--- src/rtl/rgb_sample_filter.sv ---
`default_nettype none
// ============================================================================
// Module   : rgb_sample_filter
// Function : Decimates the colour-sensor R/G/B registers, box-averages each
//            window and republishes only moves larger than the hysteresis band.
// Revision : 1.0 - initial release
// ============================================================================
module rgb_sample_filter #(
    parameter int SAMPLE_DIV = 500_000,
    parameter int AVG_LOG2   = 3,
    parameter int HYST       = 4
) (
    input  logic       sys_clk,
    input  logic       sys_rst_n,
    input  logic [7:0] data_r_in,
    input  logic [7:0] data_g_in,
    input  logic [7:0] data_b_in,
    output logic [7:0] data_r_out,
    output logic [7:0] data_g_out,
    output logic [7:0] data_b_out,
    output logic       avg_valid,
    output logic       color_changed
);

    localparam int DIV_W = (SAMPLE_DIV > 1) ? $clog2(SAMPLE_DIV) : 1;
    localparam int ACC_W = 8 + AVG_LOG2;

    localparam logic [DIV_W-1:0]    c_DIV_MAX  = DIV_W'(SAMPLE_DIV - 1);
    localparam logic [AVG_LOG2-1:0] c_LAST_SMP = '1;
    localparam logic [7:0]          c_HYST     = 8'(HYST);

    localparam logic [0:0] c_ST_ACC = 1'b0;
    localparam logic [0:0] c_ST_PUB = 1'b1;

    // Channel index 2 = red, 1 = green, 0 = blue throughout.
    logic [2:0][7:0]       w_din;
    logic [2:0][7:0]       w_avg;
    logic [2:0][7:0]       w_diff;
    logic [2:0]            w_over;
    logic                  w_tick;
    logic                  w_upd;

    logic [DIV_W-1:0]      r_div_cnt_q,       w_div_cnt_d;
    logic [AVG_LOG2-1:0]   r_scnt_q,          w_scnt_d;
    logic [2:0][ACC_W-1:0] r_acc_q,           w_acc_d;
    logic [2:0][7:0]       r_out_q,           w_out_d;
    logic [0:0]            r_state_q,         w_state_d;
    logic                  r_first_done_q,    w_first_done_d;
    logic                  r_avg_valid_q,     w_avg_valid_d;
    logic                  r_color_changed_q, w_color_changed_d;

    assign w_din  = {data_r_in, data_g_in, data_b_in};
    assign w_tick = (r_div_cnt_q == c_DIV_MAX);

    for (genvar gi = 0; gi < 3; gi++) begin : g_ch
        assign w_avg[gi]  = r_acc_q[gi][ACC_W-1:AVG_LOG2];
        assign w_diff[gi] = (w_avg[gi] >= r_out_q[gi]) ? (w_avg[gi] - r_out_q[gi])
                                                       : (r_out_q[gi] - w_avg[gi]);
        assign w_over[gi] = (w_diff[gi] > c_HYST);
    end

    assign w_upd = !r_first_done_q || (|w_over);

    always_comb begin
        w_div_cnt_d       = w_tick ? '0 : r_div_cnt_q + 1'b1;
        w_scnt_d          = r_scnt_q;
        w_acc_d           = r_acc_q;
        w_out_d           = r_out_q;
        w_state_d         = r_state_q;
        w_first_done_d    = r_first_done_q;
        w_avg_valid_d     = 1'b0;
        w_color_changed_d = 1'b0;

        case (r_state_q)
            c_ST_ACC: begin
                if (w_tick) begin
                    for (int ch = 0; ch < 3; ch++) begin
                        w_acc_d[ch] = r_acc_q[ch] + {{AVG_LOG2{1'b0}}, w_din[ch]};
                    end
                    w_scnt_d = r_scnt_q + 1'b1;
                    if (r_scnt_q == c_LAST_SMP) begin
                        w_state_d = c_ST_PUB;
                    end
                end
            end
            c_ST_PUB: begin
                w_avg_valid_d = 1'b1;
                if (w_upd) begin
                    w_out_d           = w_avg;
                    w_color_changed_d = 1'b1;
                    w_first_done_d    = 1'b1;
                end
                w_acc_d   = '0;
                w_scnt_d  = '0;
                w_state_d = c_ST_ACC;
            end
            default: begin
                w_state_d = c_ST_ACC;
            end
        endcase
    end

    always_ff @(posedge sys_clk or negedge sys_rst_n) begin
        if (!sys_rst_n) begin
            r_div_cnt_q       <= '0;
            r_scnt_q          <= '0;
            r_acc_q           <= '0;
            r_out_q           <= '0;
            r_state_q         <= c_ST_ACC;
            r_first_done_q    <= 1'b0;
            r_avg_valid_q     <= 1'b0;
            r_color_changed_q <= 1'b0;
        end else begin
            r_div_cnt_q       <= w_div_cnt_d;
            r_scnt_q          <= w_scnt_d;
            r_acc_q           <= w_acc_d;
            r_out_q           <= w_out_d;
            r_state_q         <= w_state_d;
            r_first_done_q    <= w_first_done_d;
            r_avg_valid_q     <= w_avg_valid_d;
            r_color_changed_q <= w_color_changed_d;
        end
    end

    assign data_r_out    = r_out_q[2];
    assign data_g_out    = r_out_q[1];
    assign data_b_out    = r_out_q[0];
    assign avg_valid     = r_avg_valid_q;
    assign color_changed = r_color_changed_q;

endmodule
`default_nettype wire

--- config.mk ---
export PLATFORM = sky130hd
export DESIGN_NAME = rgb_sample_filter
export DESIGN_NICKNAME = d
export VERILOG_FILES = /design/src/rtl/rgb_sample_filter.sv
export SDC_FILE = /design/constraint.sdc
export NUM_CORES = 1
export LEC_CHECK = 0
export BUFFER_PORTS_ARGS = -buffer_cell sky130_fd_sc_hd__clkbuf_2
export CORE_MARGIN = 3
export CORE_UTILIZATION = 40
export CTS_CLUSTER_SIZE = 10
export DETAILED_ROUTE_END_ITERATION = 6
export SETUP_SLACK_MARGIN = 0.05
export SLEW_MARGIN = 30
export SYNTH_ARGS = -nofsm -noshare
export SYNTH_HDL_FRONTEND = slang
export SYNTH_SLANG_ARGS = --single-unit
--- constraint.sdc ---
create_clock -name sys_clk -period 4.5 [get_ports sys_clk]
set_clock_uncertainty 0.2 [all_clocks]
set_input_delay 0.45 -clock sys_clk [delete_from_list [all_inputs] [get_ports sys_clk]]
set_output_delay 0.45 -clock sys_clk [all_outputs]
set_load 0.05 [all_outputs]
==> results of run 1 <==
[critical path, cell delays in order, from the launching register on]
cell	delay, ps
dfrtp_1	430
inv_1	90
ha_1	220
fa_1	390
nor2b_1	190
o31a_1	260
o2111a_2	310
nor3_1	80
a211oi_1	280
o2111ai_1	140
or4_1	570
o31ai_4	220
buf_4	300
mux2_1	350
[worst max-delay path by stage]
stage,to,slack (ps),depth (start not counted)
3_5_place_dp,data_b_out[7]$_DFFE_PN0P_,440,13
5_1_grt,data_r_out[7]$_DFFE_PN0P_,120,13
6_report,data_b_out[7]$_DFFE_PN0P_,340,13
2_1_floorplan,data_b_out[7]$_DFFE_PN0P_,590,13
4_1_cts,data_g_out[7]$_DFFE_PN0P_,400,13
3_3_place_gp,data_b_out[7]$_DFFE_PN0P_,520,13
[logic make-up after synthesis]
| family | Yosys count |
|---|---|
| AOI/OAI and AO/OA | 175 |
| xor gates and xnor gates | 50 |
| adders and majority gates | 81 |
| buffers and inverters | 97 |
| DFF | 83 |
| muxes | 33 |
| and+or+nand+nor | 190 |
[sequential cells by signal, indices dropped and copies added (netlist names)]
signal          flops
data_b_out          8
data_g_out          8
r_state_q           1
r_scnt_q            3
r_first_done_q      1
avg_valid           1
data_r_out          8
color_changed       1
r_div_cnt_q        19
r_acc_q            33
[power by group through the flow]
stage / Sequential (mW) / Clock (mW) / Combinational [mW]
global route: 0.745 / 0.802 / 0.111
global placement: 0.760 / 0 / 0.0971
CTS: 0.746 / 0.771 / 0.101
floorplan: 0.760 / 0 / 0.0582
detailed placement: 0.760 / 0 / 0.0997
finish: 0.746 / 0.744 / 0.0982
[synthesized netlist by cell type (11+ instances only)]
cell type   n  area [um2]
ha_1       72         901
inv_1      67         251
o21ai_0    16        80.1
nor2_1     26        97.6
nand3_1    14        70.1
a21oi_1    70         350
mux2i_1    29         290
a21o_1     17         128
nand4_1    13        81.3
dfrtp_1    83        2080
clkbuf_1   18        67.6
xnor2_1    39         342
xor2_1     11        96.3
nand2_1    76         285
o21bai_1   16         120
[placed cells by master (no fill, tap or decap), drive strengths merged, types with 14 or more instances in the layout]
cell type and instances:
a21o 17, a21oi 72, clkbuf 60, dfrtp 83
ha 72, inv 68, mux2i 29, nand2 76
nand3 14, nor2 28, o21ai 19, o21bai 16
xnor2 39
[routing by layer]
metal,track usage,up-vias
met1,0.246,2555
met5,0,-
met4,0.0600,0
met3,0.0388,26
li1,-,2561
met2,0.292,104
[cell type report]
cell class	count	area share
Multi-Input combinational cell	529	0.553
Inverter	68	0.0355
Timing Repair Buffer	60	0.0453
Clock buffer	10	0.0333
Tap cell	211	0.0367
Sequential cell	83	0.289
Clock inverter	4	0.00731
[through the flow]
step	util	hold WS [ps]
after global placement	0.445	251
final	0.464	-17.9
after global routing	0.464	45.7
after floorplan	-	-45.6
after detailed placement	0.445	246
after CTS	0.464	19.1
==> summary.txt, run 1 <==
status: finished with violations
failing checks: negative hold slack
DP HPWL: 11.6 mm
warning count from the yosys run: 0
total number of vias: 5246
unrepaired setup endpoints after global routing: false
fin area: 7180 um2
Routed WL: 15.4 mm
fill cell count: 1501
clock slew seen by the registers of the worst setup and hold paths: 70 ps
die area: 17700 um2
cells after synthesis: 709
required time worst endpoint: 4530 ps
Cells after DPL: 951
Multi-input gate area: 3970 um2
share of cells above drive strength 1: 0.121
total track usage: 0.182
post-synthesis xor/xnor area fraction: 0.0680
largest family of logic cells by synthesized area: compound AO/OA/AOI/OAI gates
Seq/Total Area, Yosys: 0.323
routed length per instance: 16.0 um
worst-path fanout max: 13
DRT Pass-1 Iters: 6
hold slack: -17.9 ps
port bufs: 51
vias in the first global route: 5436
met3 wire len: 591 um
Reg area: 2080 um2
largest net degree at the start of global routing: 60
Residual DRC: 0
Slew Viols, Final: 0
Final nets: 858
io pins: 52
RR Startpoint: r_acc_q[14]$_DFFE_PN0P_
FF-to-FF setup slack: 340 ps
dpl ws: 439 ps
cts bufs inserted: 9
worst setup path category: reg -> reg
depth of the CTS H-tree: 3
synthesis-to-finish area growth: 11.6%
routability cong.: 0.877
CP Launch Type: flop
DR top layer: met4
ys flop type: dfrtp_1
initial drt markers: 313
PostCTS Resize Cnt: 0
Synth Register Bits: 83
syn_nets: 816
Pint: 1.23 mW
Clk pwr share: 0.468
Die Wd: 133 um
Worst setup EP type: flop
crit path from: r_acc_q[14]$_DFFE_PN0P_
synth unique cells: 68
worst hold path class: in -> async
GRT overflow: 0
num rows: 45
Max Cap Viol: 0
CTS root buf: clkbuf_16
post-CTS setup buffer count: 0
Area after DPL: 6890 um2
Arr. time, crit path: 4180 ps
first-pass GRT wire length: 26.7 mm
P_sw: 361 uW
ant diodes: 0
Post-CTS Hold Buffers: 0
simple-gate area share of the yosys netlist: 0.147
clk sinks: 83
worst-case clock buffer depth: 2
leakage power: 3.53 nW
Post-synth EDFFs: 0
Final WS setup: 344 ps
minimum clock period: 4160 ps
DR WL met2: 7.30 mm
PwrDens: 221 nW/um2
clk_lat worst skew: 350 ps
worst r2r dst: data_b_out[7]$_DFFE_PN0P_
Comb pwr share: 0.062
Least-Margin Pin Slew: 789 ps
mean area per synthesized cell: 9.08 um2
Initial Util: 0.416
Mapped Area: 6440 um2
Via density: 5.44
wire length on met1: 7.23 mm
Async SR Flop Fraction: 1.00
DRT antenna net count: 0
Hold Vio Cnt, Final: 19
Seq pwr share: 0.470
mux cell area share after synthesis: 0.0521
core box area: 15500 um2
slew margin rel.: 0.474
Worst R2R Path Depth: 13
fmax: 0.241 GHz
post-synthesis adder-cell area fraction: 0.168
# setup viols final: 0
Total Power: 1.59 mW
sw frac: 0.227
period utilization: 0.923
initial antenna violation count: 0
Final TNS setup: 0 ps
VDD IR max: 166 uV
Die Y-Extent: 133 um
fin cells: 965
CTS tree: yes
Compound-Gate Fraction of Synth Area: 0.181
Power figures use the tool's default switching activity.
==> run 2, diff against run 1 <==
--- a/config.mk
+++ b/config.mk
@@ -6,7 +6,7 @@
 export NUM_CORES = 1
 export LEC_CHECK = 0
 export BUFFER_PORTS_ARGS = -buffer_cell sky130_fd_sc_hd__clkbuf_2
-export CORE_MARGIN = 3
+export CORE_MARGIN = 8
 export CORE_UTILIZATION = 40
 export CTS_CLUSTER_SIZE = 10
 export DETAILED_ROUTE_END_ITERATION = 6
==> run 2 against run 1 <==
The run now ends clean. Sequential power barely moved. Critical path depth is 1 lower. Worst hold slack better by 280 ps. Global-route usage is 1.8 points lower. Combinational power increased by 1%. Sequential cell count unchanged. Worst setup slack lost 6.8 ps. Power increased by 4.7%. Largest cell class unchanged. Largest power group is now clock.
==> summary.txt, run 2 (synthesized netlist as in run 1, its figures left out) <==
first-pass GRT wire length: 26.8 mm (was 26.7 mm)
slew margin rel.: 0.487 (was 0.474)
VDD IR max: 169 uV (was 166 uV)
crit path capture: data_g_out[7]$_DFFE_PN0P_ (was data_b_out[7]$_DFFE_PN0P_)
Die Y-Extent: 143 um (was 133 um)
Worst setup EP type: flop (unchanged)
period utilization: 0.925 (was 0.923)
biggest regs: r_acc_q (33), r_div_cnt_q (19) (unchanged)
DRT antenna net count: 0 (unchanged)
Least-Margin Pin Slew: 769 ps (was 789 ps)
io pins: 52 (unchanged)
worst-path fanout max: 13 (unchanged)
minimum clock period: 4160 ps (about the same)
total track usage: 0.164 (was 0.182)
Die Wd: 143 um (was 133 um)
DP HPWL: 12.0 mm (was 11.6 mm)
met3 wire len: 744 um (was 591 um)
num rows: 46 (was 45)
Worst R2R Path Depth: 12 (was 13)
depth of the CTS H-tree: 3 (unchanged)
DRT Pass-1 Iters: 5 (was 6)
max reg flops: 33 (unchanged)
CTS tree: yes (unchanged)
largest net degree at the start of global routing: 45 (was 60)
Initial Util: 0.407 (was 0.416)
status: completed (was finished with violations)
total number of vias: 5266 (was 5246)
synthesis-to-finish area growth: 12.5% (was 11.6%)
port bufs: 51 (unchanged)
DR top layer: met4 (unchanged)
leakage power: 3.56 nW (was 3.53 nW)
PwrDens: 230 nW/um2 (was 221 nW/um2)
routed length per instance: 16.5 um (was 16.0 um)
fmax: 0.240 GHz (was 0.241 GHz)
worst r2r dst: data_g_out[7]$_DFFE_PN0P_ (was data_b_out[7]$_DFFE_PN0P_)
fill cell count: 1512 (was 1501)
DR WL met2: 7.56 mm (was 7.30 mm)
worst setup path category: reg -> reg (unchanged)
clk sinks: 83 (unchanged)
initial antenna violation count: 0 (unchanged)
wire length on met1: 7.49 mm (was 7.23 mm)
Max Cap Viol: 0 (unchanged)
Hold Vio Cnt, Final: 0 (was 19)
Slew Viols, Final: 0 (unchanged)
RR Startpoint: data_b_out[6]$_DFFE_PN0P_ (was r_acc_q[14]$_DFFE_PN0P_)
CTS root buf: clkbuf_16 (unchanged)
worst hold path class: reg -> reg (was in -> async)
routability cong.: 0.889 (was 0.877)
ant diodes: 0 (unchanged)
FF-to-FF setup slack: 340 ps (about the same)
crit path from: data_b_out[6]$_DFFE_PN0P_ (was r_acc_q[14]$_DFFE_PN0P_)
clock slew seen by the registers of the worst setup and hold paths: 60 ps (was 70 ps)
GRT overflow: 0 (unchanged)
CP Launch Type: flop (unchanged)
Arr. time, crit path: 4190 ps (was 4180 ps)
unrepaired setup endpoints after global routing: false (unchanged)
Routed WL: 16.1 mm (was 15.4 mm)
Total Power: 1.66 mW (was 1.59 mW)
Reg with most FFs: r_acc_q (unchanged)
Via density: 5.42 (was 5.44)
initial drt markers: 293 (was 313)
final core occ: 0.458 (was 0.464)
commonest non-fill, non-tap cell in the layout: dfrtp_1 (unchanged)
commonest cells after routing, fill and taps aside: 83 x dfrtp_1, 76 x nand2_1, 72 x ha_1 (unchanged)
die area: 20400 um2 (was 17700 um2)
Final TNS setup: 0 ps (unchanged)
clk_lat worst skew: 350 ps (about the same)
worst-case clock buffer depth: 2 (unchanged)
core box area: 15800 um2 (was 15500 um2)
# setup viols final: 0 (unchanged)
fin cells: 972 (was 965)
cts bufs inserted: 9 (unchanged)
share of cells above drive strength 1: 0.120 (was 0.121)
vias in the first global route: 5397 (was 5436)
Final nets: 859 (was 858)
Residual DRC: 0 (unchanged)
Cells after DPL: 956 (was 951)
required time worst endpoint: 4530 ps (about the same)
## run 2: layout make-up
type	count	area, um2	area share
Multi-Input combinational cell	529	3990	0.551
Sequential cell	83	2080	0.287
Timing Repair Buffer	61	335	0.0463
Tap cell	216	270	0.0373
Inverter	68	255	0.0352
Clock buffer	11	243	0.0335
Clock inverter	4	75.1	0.0104
## run 2: stage by stage
step | setup WS [ps] | instance area (um2) | hold WS, ps
after floorplan | 590 | 6440 | -45.6
after global placement | 364 | 6900 | 244
after detailed placement | 143 | 6910 | 250
after CTS | 98.4 | 7230 | 266
after global routing | 41.3 | 7240 | 281
final | 338 | 7240 | 262
## run 2: worst max-delay path: stages, from the launching register on
cell and delay, ps:
dfrtp_1 370, inv_1 60, ha_1 430, a21oi_1 280, a21boi_1 150, a311oi_4 530
or4b_1 490, nand4_1 110, o2111ai_1 120, or4_1 480, o31ai_4 220, buf_4 270
mux2_1 350
## run 2: worst min-delay path by stage
| stage | startpoint | cells after the start | slack [ps] | to |
|---|---|---|---|---|
| floorplan | sys_rst_n | 0 | -50 | avg_valid$_DFF_PN0_ |
| global placement | r_first_done_q$_DFFE_PN0P_ | 1 | 240 | r_first_done_q$_DFFE_PN0P_ |
| detailed placement | r_first_done_q$_DFFE_PN0P_ | 1 | 250 | r_first_done_q$_DFFE_PN0P_ |
| CTS | r_div_cnt_q[0]$_DFF_PN0_ | 1 | 270 | r_div_cnt_q[0]$_DFF_PN0_ |
| global route | r_first_done_q$_DFFE_PN0P_ | 1 | 280 | r_first_done_q$_DFFE_PN0P_ |
| finish | r_div_cnt_q[0]$_DFF_PN0_ | 1 | 260 | r_div_cnt_q[0]$_DFF_PN0_ |
## run 2: power breakdown
group | internal, mW | switching (mW) | leakage [nW]
clock network | 0.499 | 0.319 | 0.148
logic | 0.0433 | 0.0559 | 2.41
registers | 0.746 | 0 | 1.00
## run 2: timing repair
item / in CTS / in global routing
setup endpoints to repair: 0 / 25
hold buffers: 1 / 0
gates resized for setup: 0 / 1
hold endpoints to repair: 43 / 0
buffers inserted: 0 / 0
## run 2: metal layers
| layer | global-route usage | vias up |
|---|---|---|
| met1 | 0.211 | 2551 |
| met4 | 0.0615 | 0 |
| li1 | - | 2562 |
| met2 | 0.270 | 127 |
| met3 | 0.0301 | 26 |
| met5 | 0 | - |
==> run 3, diff against run 2 <==
--- a/config.mk
+++ b/config.mk
@@ -6,10 +6,12 @@
 export NUM_CORES = 1
 export LEC_CHECK = 0
 export BUFFER_PORTS_ARGS = -buffer_cell sky130_fd_sc_hd__clkbuf_2
+export CAP_MARGIN = 10
 export CORE_MARGIN = 8
 export CORE_UTILIZATION = 40
 export CTS_CLUSTER_SIZE = 10
 export DETAILED_ROUTE_END_ITERATION = 6
+export REMOVE_ABC_BUFFERS = 1
 export SETUP_SLACK_MARGIN = 0.05
 export SLEW_MARGIN = 30
 export SYNTH_ARGS = -nofsm -noshare
==> run 3 against run 2 <==
Wire length down 3.2%. Power is 1.7% higher. Worst hold slack got worse by 280 ps. Count of clock-buffer cells in the layout is 1 lower. The flow now finishes with violations (negative hold slack).
==> summary.txt, run 3 (synthesized netlist as in run 1, its figures left out) <==
status: finished with violations (was completed)
failing checks: negative hold slack
met3 wire len: 619 um (was 744 um)
max reg flops: 33 (unchanged)
Via density: 5.32 (was 5.42)
routed length per instance: 16.0 um (was 16.5 um)
ant diodes: 0 (unchanged)
clk sinks: 83 (unchanged)
die area: 20400 um2 (unchanged)
wire length on met1: 7.35 mm (was 7.49 mm)
worst-path fanout max: 18 (was 13)
final core occ: 0.458 (about the same)
PwrDens: 233 nW/um2 (was 230 nW/um2)
worst hold path class: in -> async (was reg -> reg)
worst setup path category: reg -> reg (unchanged)
initial drt markers: 269 (was 293)
Hold Vio Cnt, Final: 24 (was 0)
clk_lat worst skew: 350 ps (about the same)
worst-case clock buffer depth: 2 (unchanged)
leakage power: 3.56 nW (about the same)
Post-CTS Hold Buffers: 0 (was 1)
Arr. time, crit path: 4190 ps (about the same)
Residual DRC: 0 (unchanged)
Cells after DPL: 955 (was 956)
Die Wd: 143 um (unchanged)
Least-Margin Pin Slew: 844 ps (was 769 ps)
Final TNS setup: 0 ps (unchanged)
worst stage delay on the critical path: 590 ps (was 530 ps)
Reg with most FFs: r_acc_q (unchanged)
vias in the first global route: 5388 (was 5397)
unrepaired setup endpoints after global routing: false (unchanged)
port bufs: 51 (unchanged)
minimum clock period: 4160 ps (about the same)
share of cells above drive strength 1: 0.122 (was 0.120)
Final nets: 857 (was 859)
total number of vias: 5166 (was 5266)
fmax: 0.240 GHz (about the same)
Top Family by Delay on Critical Path: compound AO/OA/AOI/OAI gates (unchanged)
Slew Viols, Final: 0 (unchanged)
clock slew seen by the registers of the worst setup and hold paths: 70 ps (was 60 ps)
DRT antenna net count: 0 (unchanged)
DR top layer: met4 (unchanged)
hold slack: -14.6 ps (was 262 ps)
Routed WL: 15.6 mm (was 16.1 mm)
DP HPWL: 11.6 mm (was 12.0 mm)
CTS root buf: clkbuf_16 (unchanged)
# setup viols final: 0 (unchanged)
Slowest-stage cell, CP: a311oi_4 (unchanged)
synthesis-to-finish area growth: 12.6% (was 12.5%)
cts bufs inserted: 9 (unchanged)
num rows: 46 (unchanged)
depth of the CTS H-tree: 3 (unchanged)
Final WS setup: 341 ps (was 338 ps)
biggest regs: r_acc_q (33), r_div_cnt_q (19) (unchanged)
core box area: 15800 um2 (unchanged)
total track usage: 0.160 (was 0.164)
Worst R2R Path Depth: 12 (unchanged)
Die Y-Extent: 143 um (unchanged)
first-pass GRT wire length: 26.0 mm (was 26.8 mm)
initial antenna violation count: 0 (unchanged)
Max Cap Viol: 0 (unchanged)
required time worst endpoint: 4530 ps (about the same)
DR WL met2: 7.39 mm (was 7.56 mm)
DRT Pass-1 Iters: 4 (was 5)
VDD IR max: 185 uV (was 169 uV)
Critical path buffers and inverters: 2 (unchanged)
io pins: 52 (unchanged)
commonest non-fill, non-tap cell in the layout: dfrtp_1 (unchanged)
largest net degree at the start of global routing: 59 (was 45)
fin cells: 971 (was 972)
period utilization: 0.924 (was 0.925)
CP cell instances: inv_1, ha_1, a21oi_1, a21boi_1, a311oi_4, or4b_1, nand4_1, o2111ai_1, or4_1, o31ai_4, buf_12, mux2_1 (was inv_1, ha_1, a21oi_1, a21boi_1, a311oi_4, or4b_1, nand4_1, o2111ai_1, or4_1, o31ai_4, buf_4, mux2_1)
CTS tree: yes (unchanged)
commonest cells after routing, fill and taps aside: 83 x dfrtp_1, 76 x nand2_1, 72 x ha_1 (unchanged)
GRT overflow: 0 (unchanged)
dpl ws: 175 ps (was 143 ps)
Initial Util: 0.407 (unchanged)
routability cong.: 0.897 (was 0.889)
critical path depth: 12 (unchanged)
slew margin rel.: 0.437 (was 0.487)
Total Power: 1.69 mW (was 1.66 mW)
Worst setup EP type: flop (unchanged)
CP Launch Type: flop (unchanged)
[run 3: cell types whose count changed in the layout (fill, tap and decap cells not counted)]
cell           previous run  this run
nor3_4                    1         0
clkinv_4                  0         2
buf_4                    10         8
dlygate4sd3_1             1         0
inv_6                     0         2
buf_12                    0         1
clkbuf_1                  1         0
nor3_2                    0         1
clkinvlp_4                2         0
[run 3: final timing paths]
kind                            slack, ps                       from                         to
max in group asynchronous            3270                  sys_rst_n   r_div_cnt_q[4]$_DFF_PN0_
worst min-delay path                  -10                  sys_rst_n  data_g_out[0]$_DFFE_PN0P_
min in group sys_clk                  260   r_div_cnt_q[0]$_DFF_PN0_   r_div_cnt_q[0]$_DFF_PN0_
worst max-delay path                  340  data_b_out[6]$_DFFE_PN0P_  data_r_out[7]$_DFFE_PN0P_
worst min register to register        260   r_div_cnt_q[0]$_DFF_PN0_   r_div_cnt_q[0]$_DFF_PN0_
worst max register to register        340  data_b_out[6]$_DFFE_PN0P_  data_r_out[7]$_DFFE_PN0P_
[run 3: metrics by stage]
stage / hold WS (ps) / cell area [um2]
2_1_floorplan: -45.6 / 6300
3_3_place_gp: 246 / 6900
3_5_place_dp: 246 / 6900
4_1_cts: 10.8 / 7240
5_1_grt: 46.4 / 7250
6_report: -14.6 / 7250
[run 3: timing repair]
| action | 4_1_cts | 5_1_grt |
|---|---|---|
| buffers inserted | 0 | 0 |
| resized for setup | 0 | 1 |
| setup endpoints to repair | 0 | 6 |
[run 3: layout make-up]
class	count	area, um2
clock buffer	10	239
clock inverter	6	95.1
fill	1512	8580
inverter	68	255
multi-input combinational	529	3980
sequential	83	2080
tap	216	270
timing repair buffer	59	330
[run 3: metal layers]
| metal | vias up | track usage |
|---|---|---|
| li1 | 2571 | - |
| met1 | 2493 | 0.200 |
| met2 | 88 | 0.266 |
| met3 | 14 | 0.0364 |
| met4 | 0 | 0.0526 |
| met5 | - | 0 |
[run 3: worst reg2reg max path: cells and delay by family, from the launching register on]
kind            cells  cell delay (ps)
fa+ha+maj           1              410
buf+inv             2              290
mux                 1              350
compound gates      5             1330
simple gates        3             1080
flops               1              380
[run 3: power by group]
part | switching, mW | leakage, nW | internal, mW | total [mW]
logic | 0.0570 | 2.39 | 0.0429 | 0.0999
registers | 0 | 1.00 | 0.746 | 0.746
clock network | 0.339 | 0.164 | 0.508 | 0.846
